==> src/rtl/tdm_frame_arb_if.sv <==
// tdm_frame_arb_if: requester strobes, output handshake and drop pulses of tdm_frame_arb.
interface tdm_frame_arb_if #(parameter int DW = 256);
  logic          reqValid0, reqValid1, outReady, outValid, outSrc, drop0Incr, drop1Incr;
  logic [DW-1:0] reqPdata0, reqPdata1, outPdata;
  modport master (
    output reqValid0, reqPdata0, reqValid1, reqPdata1, outReady,
    input  outValid, outPdata, outSrc, drop0Incr, drop1Incr
  );
  modport slave (
    input  reqValid0, reqPdata0, reqValid1, reqPdata1, outReady,
    output outValid, outPdata, outSrc, drop0Incr, drop1Incr
  );
endinterface

==> src/rtl/tdm_frame_arb.sv <==
// tdm_frame_arb: two-requester frame arbiter with one-frame holding buffers,
// a registered valid/ready output stage and overwrite drop pulses.
module tdm_frame_arb #(parameter int DW = 256) (
  input  logic        clk,
  input  logic        rstn,
  input  logic        enable,
  input  logic [1:0]  mode,
  output logic        busy,
  tdm_frame_arb_if.slave bus
);
  typedef enum logic [1:0] {DISABLED, RUN, DRAIN} state_t;
  state_t        state_q, state_d;
  logic [1:0]    pend_q, pend_d, drop_q, drop_d, req_v, unmask, elig, granted;
  logic [DW-1:0] hold_q [2];
  logic [DW-1:0] hold_d [2];
  logic [DW-1:0] req_d [2];
  logic [DW-1:0] out_pdata_q, out_pdata_d;
  logic          out_valid_q, out_valid_d, out_src_q, out_src_d, last_q, last_d;
  logic          run, grant, win;
  assign req_v    = {bus.reqValid1, bus.reqValid0};
  assign req_d[0] = bus.reqPdata0;
  assign req_d[1] = bus.reqPdata1;
  assign run      = state_q == RUN;
  assign unmask   = {mode != 2'b00, mode != 2'b01};
  assign elig     = {2{run}} & unmask & (pend_q | req_v);
  assign grant    = run & (~out_valid_q | bus.outReady) & |elig;
  // Tie: round-robin picks the source not granted last, fixed priority picks src1.
  assign win      = &elig ? (mode[0] | ~last_q) : elig[1];
  assign granted  = {grant & win, grant & ~win};
  always_comb begin
    state_d     = state_q == DISABLED ? (enable ? RUN : DISABLED)
                : state_q == RUN      ? (enable ? RUN : DRAIN)
                : enable ? RUN : (~out_valid_q | bus.outReady) ? DISABLED : DRAIN;
    out_valid_d = grant | (out_valid_q & ~bus.outReady);
    out_pdata_d = grant ? (pend_q[win] ? hold_q[win] : req_d[win]) : out_pdata_q;
    out_src_d   = grant ? win : out_src_q;
    last_d      = grant ? win : last_q;
    for (int i = 0; i < 2; i++) begin
      pend_d[i] = (state_d == RUN) & run & unmask[i]
                & (granted[i] ? pend_q[i] & req_v[i] : pend_q[i] | req_v[i]);
      hold_d[i] = (run & unmask[i] & req_v[i] & (~granted[i] | pend_q[i])) ? req_d[i] : hold_q[i];
      drop_d[i] = run & unmask[i] & ~granted[i] & req_v[i] & pend_q[i];
    end
  end
  always_ff @(posedge clk or negedge rstn) begin
    if (!rstn) begin
      state_q     <= DISABLED;
      pend_q      <= '0;
      drop_q      <= '0;
      hold_q      <= '{default: '0};
      out_pdata_q <= '0;
      out_valid_q <= 1'b0;
      out_src_q   <= 1'b0;
      last_q      <= 1'b1;
    end else begin
      state_q     <= state_d;
      pend_q      <= pend_d;
      drop_q      <= drop_d;
      hold_q      <= hold_d;
      out_pdata_q <= out_pdata_d;
      out_valid_q <= out_valid_d;
      out_src_q   <= out_src_d;
      last_q      <= last_d;
    end
  end
  assign busy          = state_q != DISABLED;
  assign bus.outValid  = out_valid_q;
  assign bus.outPdata  = out_pdata_q;
  assign bus.outSrc    = out_src_q;
  assign bus.drop0Incr = drop_q[0];
  assign bus.drop1Incr = drop_q[1];
endmodule

==> src/flat_wrapper.sv <==
// flat-port wrapper written by rule: the top's interface ports become plain ports
module tdm_frame_arb_flat 
#(parameter int DW = 256)
  (clk, rstn, enable, mode, busy, bus_reqValid0, bus_reqPdata0, bus_reqValid1, bus_reqPdata1, bus_outReady, bus_outValid, bus_outPdata, bus_outSrc, bus_drop0Incr, bus_drop1Incr);
  tdm_frame_arb_if #(.DW(DW)) bus_i ();
  input  logic clk;
  input  logic rstn;
  input  logic enable;
  input  logic [1:0] mode;
  output logic busy;
  input wire logic [$bits(bus_i.reqValid0)-1:0] bus_reqValid0;
  input wire logic [$bits(bus_i.reqPdata0)-1:0] bus_reqPdata0;
  input wire logic [$bits(bus_i.reqValid1)-1:0] bus_reqValid1;
  input wire logic [$bits(bus_i.reqPdata1)-1:0] bus_reqPdata1;
  input wire logic [$bits(bus_i.outReady)-1:0] bus_outReady;
  output wire logic [$bits(bus_i.outValid)-1:0] bus_outValid;
  output wire logic [$bits(bus_i.outPdata)-1:0] bus_outPdata;
  output wire logic [$bits(bus_i.outSrc)-1:0] bus_outSrc;
  output wire logic [$bits(bus_i.drop0Incr)-1:0] bus_drop0Incr;
  output wire logic [$bits(bus_i.drop1Incr)-1:0] bus_drop1Incr;
  assign bus_i.reqValid0 = bus_reqValid0;
  assign bus_i.reqPdata0 = bus_reqPdata0;
  assign bus_i.reqValid1 = bus_reqValid1;
  assign bus_i.reqPdata1 = bus_reqPdata1;
  assign bus_i.outReady = bus_outReady;
  assign bus_outValid = bus_i.outValid;
  assign bus_outPdata = bus_i.outPdata;
  assign bus_outSrc = bus_i.outSrc;
  assign bus_drop0Incr = bus_i.drop0Incr;
  assign bus_drop1Incr = bus_i.drop1Incr;
  tdm_frame_arb #(.DW(DW)) u_core (.clk(clk), .rstn(rstn), .enable(enable), .mode(mode), .busy(busy), .bus(bus_i));
endmodule
==> config.mk <==
export PLATFORM = sky130hd
export DESIGN_NAME = tdm_frame_arb_flat
export DESIGN_NICKNAME = d
export VERILOG_FILES = /design/src/rtl/tdm_frame_arb_if.sv /design/src/rtl/tdm_frame_arb.sv /design/src/flat_wrapper.sv
export SDC_FILE = /design/constraint.sdc
export NUM_CORES = 1
export LEC_CHECK = 0
export ABC_CLOCK_PERIOD_IN_PS = 1900
export CELL_PAD_IN_SITES_DETAIL_PLACEMENT = 0
export CELL_PAD_IN_SITES_GLOBAL_PLACEMENT = 1
export CORE_AREA = 2 2 302 304
export CTS_CLUSTER_SIZE = 40
export DETAILED_ROUTE_END_ITERATION = 12
export DIE_AREA = 0 0 304 306
export DONT_BUFFER_PORTS = 1
export PLACE_DENSITY_LB_ADDON = 0.12
export REMOVE_ABC_BUFFERS = 1
export SYNTH_ARGS = -nofsm -noshare
export SYNTH_HDL_FRONTEND = slang
export SYNTH_SLANG_ARGS = --single-unit
==> constraint.sdc <==
create_clock -name clk -period 1.9 [get_ports clk]
set_input_delay 0.38 -clock clk [delete_from_list [all_inputs] [get_ports clk]]
set_output_delay 0.38 -clock clk [all_outputs]
set_load 0.03 [all_outputs]
==> summary.md <==
| Metric | Value |
|---|---|
| Overall Power | `60.0 mW` |
| DR iter-0 viols | `1484` |
| Reg2reg setup slack | `-370 ps` |
| TritonCTS clock tree | `built` |
| CTS Buf Count | `88` |
| Synth area leader | `dfrtp_1` |
| Initial Utilization | `42.3%` |
| Drt pass-1 iters | `5` |
| Normalized max-slew margin | `-262%` |
| Internal | `41.0 mW` |
| Pin count of the biggest net entering global routing | `778` |
| Critical Path End Type | `async pin` |
| RSZ-0062 raised after global routing | `yes` |
| Worst Reg-to-Reg Cells | `9` |
| Unique cell type count in the Yosys netlist | `30` |
| Core area | `89600 um^2` |
| Max layer used | `met4` |
| Period utilisation layout | `191%` |
| Worst-Margin Slew | `5430 ps` |
| Dpl cells | `3667` |
| Post-CTS Hold Fix Bufs | `516` |
| Layout area overhead | `36.8%` |
| Number of synthesized register bits | `777` |
| Post-synth top cells | `dfrtp_1 (776), mux2i_1 (768), mux2_1 (518)` |
| Initial antenna violation count | `7` |
| Met3 routed WL | `8.81 mm` |
| Switch Pwr | `19.0 mW` |
| Root Buffer Master | `clkbuf_16` |
| Ys async rst share | `100%` |
| CP Data Required Time | `1360 ps` |
| Vias after detailed routing | `24764` |
| Share of cells above drive strength 1 | `26.4%` |
| Fin. max-slew vios | `726` |
| CTS max path bufs | `3` |
| Top post-synthesis cells by area | `dfrtp_1 (51%), mux2i_1 (20%), mux2_1 (15%)` |
| Total GRT Usage | `27.0%` |
| Vias in the first global route | `27746` |
| Clock Power Share | `29.8%` |
| Final GP Congestion | `0.809` |
| Clk_lat worst skew | `670 ps` |
| Outcome | `finished with violations` |
| Critical path fanouts, max | `777` |
| DRT met1 WL | `52.7 mm` |
| IO Port Bufs | `0` |
| Power density over the cells | `1160 nW/um^2` |
| Clk slew on worst S/H paths | `60 ps` |
| Die Y | `306 um` |
| Logic pwr share | `19.8%` |
| Io pins | `781` |
| Fin Setup TNS | `-726000 ps` |
| Final Setup Violations | `1209` |
| Placement Rows | `110` |
| Seq/Total Area, Yosys | `51.3%` |
| DR WL met2 | `64.4 mm` |
| Top cell type's share of synthesized area | `51.2%` |
| Max Cap Viol | `0` |
| Top_reg_cell synth | `dfrtp_1` |
| Clk_skew | `24.3 ps` |
| CP Class | `primary input to async pin` |
| Fillers | `6981` |
| F_max | `275 MHz` |
| Class of the worst hold path | `primary input to async pin` |
| Die ar. | `93000 um^2` |
| Crit path launch type | `primary input` |
| Wire length per cell | `29.8 um` |
| Crit path arrival time | `3090 ps` |
| PnR worst setup slack | `-1740 ps` |
| Syn Inst Count | `2528` |
| First-pass GRT wire length | `188 mm` |
| Post-synth design cell area | `37900 um^2` |
| Die Wd | `304 um` |
| WHS | `-581 ps` |
| Remaining global-route overflow | `0` |
| Finished Layout Cells | `4458` |
| Peak supply drop | `1.10 mV` |
| DRT Wirelength | `133 mm` |
| H-tree levels | `3` |
| DRC Markers | `0` |
| Fin nets | `3719` |
| P_leak | `21.9 nW` |
| Worst reg2reg endpoint | `u_core.bus.outPdata[91]` |
| Dpl ws | `-428 ps` |
| Failing checks | `hold timing, slew limit, setup timing` |
| Synth Area per Inst | `15.0 um^2` |
| DPL Wire Length | `75.4 mm` |
| Min Tclk post-route | `3640 ps` |
| R2R Path Start | `u_core.pend_q[0]` |
| Final core utilization | `57.9%` |
| Vias per std cell | `5.55` |
| Sw Ratio | `31.6%` |
| Most frequent cell after synthesis | `dfrtp_1` |
| Synth Warn # | `0` |
| Sequential share of power | `50.3%` |
| Sink Count | `777` |
| Final ANT Viol Nets | `0` |
| Number of synthesized flops with an enable pin | `0` |
| Hold Vio Cnt, Final | `109` |
## what timing repair did
action,CTS,global route
pin swaps,2,4
resized for setup,141,242
endpoints found under the setup margin,770,771
buffers inserted,28,20
gates cloned,35,28
hold endpoints to repair,1298,777
## worst register-to-register path, delay by kind of cell (launching register included)
| kind | cells | cell delay, ps |
|---|---|---|
| flip-flops | 1 | 410 |
| multiplexers | 1 | 320 |
| AO/OA/AOI/OAI | 1 | 290 |
| buffers and inverters | 5 | 760 |
| AND/OR/NAND/NOR | 2 | 350 |
## placed cells by master, fill, tap and decap left out, drive strengths merged
cell,n
dfrtp,776
mux2i,768
mux2,768
dlygate4sd3,516
buf,212
clkbuf,153
clkinv,18
diode,13
bufinv,8
nor2,7
nand2,4
inv,4
o21ai,4
a21oi,3
o31ai,3
nor2b,3
or2,3
o311a,2
a211o,2
nand3,2
clkinvlp,2
nor4,2
nand2b,2
nor3,1
o21a,1
a2111oi,1
o22ai,1
nor3b,1
bufbuf,1
dfstp,1
## stage by stage
stage,hold WS (ps),area (um^2)
global route,-618,51900
detailed placement,103,40100
CTS,-618,50200
floorplan,84.4,36800
finish,-581,51900
global placement,103,40100
## state kept, by name, summed over array words and instances, names as in the netlist
name and count:
u_core.pend_q 2, u_core.bus.outValid 1, u_core.last_q 1, u_core.bus.outSrc 1, u_core.hold_q 512, u_core.state_q 2
u_core.drop_q 2, u_core.bus.outPdata 256
## how the worst max path moves through the flow
| stage | startpoint | to | slack, ps | cells after the start |
|---|---|---|---|---|
| after global placement | u_core.pend_q[0] | u_core.bus.outPdata[67] | -430 | 7 |
| final | rstn | u_core.hold_q[8] | -1740 | 0 |
| after detailed placement | u_core.pend_q[0] | u_core.bus.outPdata[205] | -430 | 6 |
| after global routing | u_core.pend_q[0] | u_core.bus.outPdata[20] | -410 | 9 |
| after floorplan | u_core.pend_q[1] | u_core.bus.outPdata[0] | -30540 | 4 |
| after CTS | u_core.pend_q[0] | u_core.bus.outPdata[48] | -370 | 8 |
## metal layers
metal | GRT usage (%) | vias up
met5 | 0 | -
met4 | 13.2 | 0
met3 | 7.66 | 325
met1 | 31.7 | 12947
li1 | - | 10612
met2 | 45.7 | 880
## cells by family (layout without fill, tap and decap cells)
logic type      count (synthesis)  count (layout)  share of synthesized area, %
simple gates                   25              25                         0.333
mux                          1536            1536                          45.1
flops                         777             777                          51.3
buf+inv                       173             914                          2.99
other cells                     0              13                             0
compound gates                 17              17                         0.327
## cell type report
class / count / area, um^2 / area share [%]
flip-flops and latches: 777 / 19500 / 37.5
clock buffers: 128 / 2600 / 5.02
clock inverters: 32 / 414 / 0.799
multi-input cells: 1578 / 18300 / 35.3
well taps: 1176 / 1470 / 2.84
diodes: 13 / 32.5 / 0.0627
repair buffers: 754 / 9570 / 18.5
## power by group through the flow
| stage | sequential, mW | combinational, mW | clock (mW) |
|---|---|---|---|
| 2_1_floorplan | 28.5 | 8.65 | 0 |
| 3_3_place_gp | 29.9 | 8.33 | 0 |
| 3_5_place_dp | 30.2 | 8.75 | 0 |
| 4_1_cts | 30.0 | 10.5 | 18.2 |
| 5_1_grt | 30.7 | 12.7 | 18.9 |
| 6_report | 30.2 | 11.9 | 17.9 |
Power figures use the tool's default switching activity.
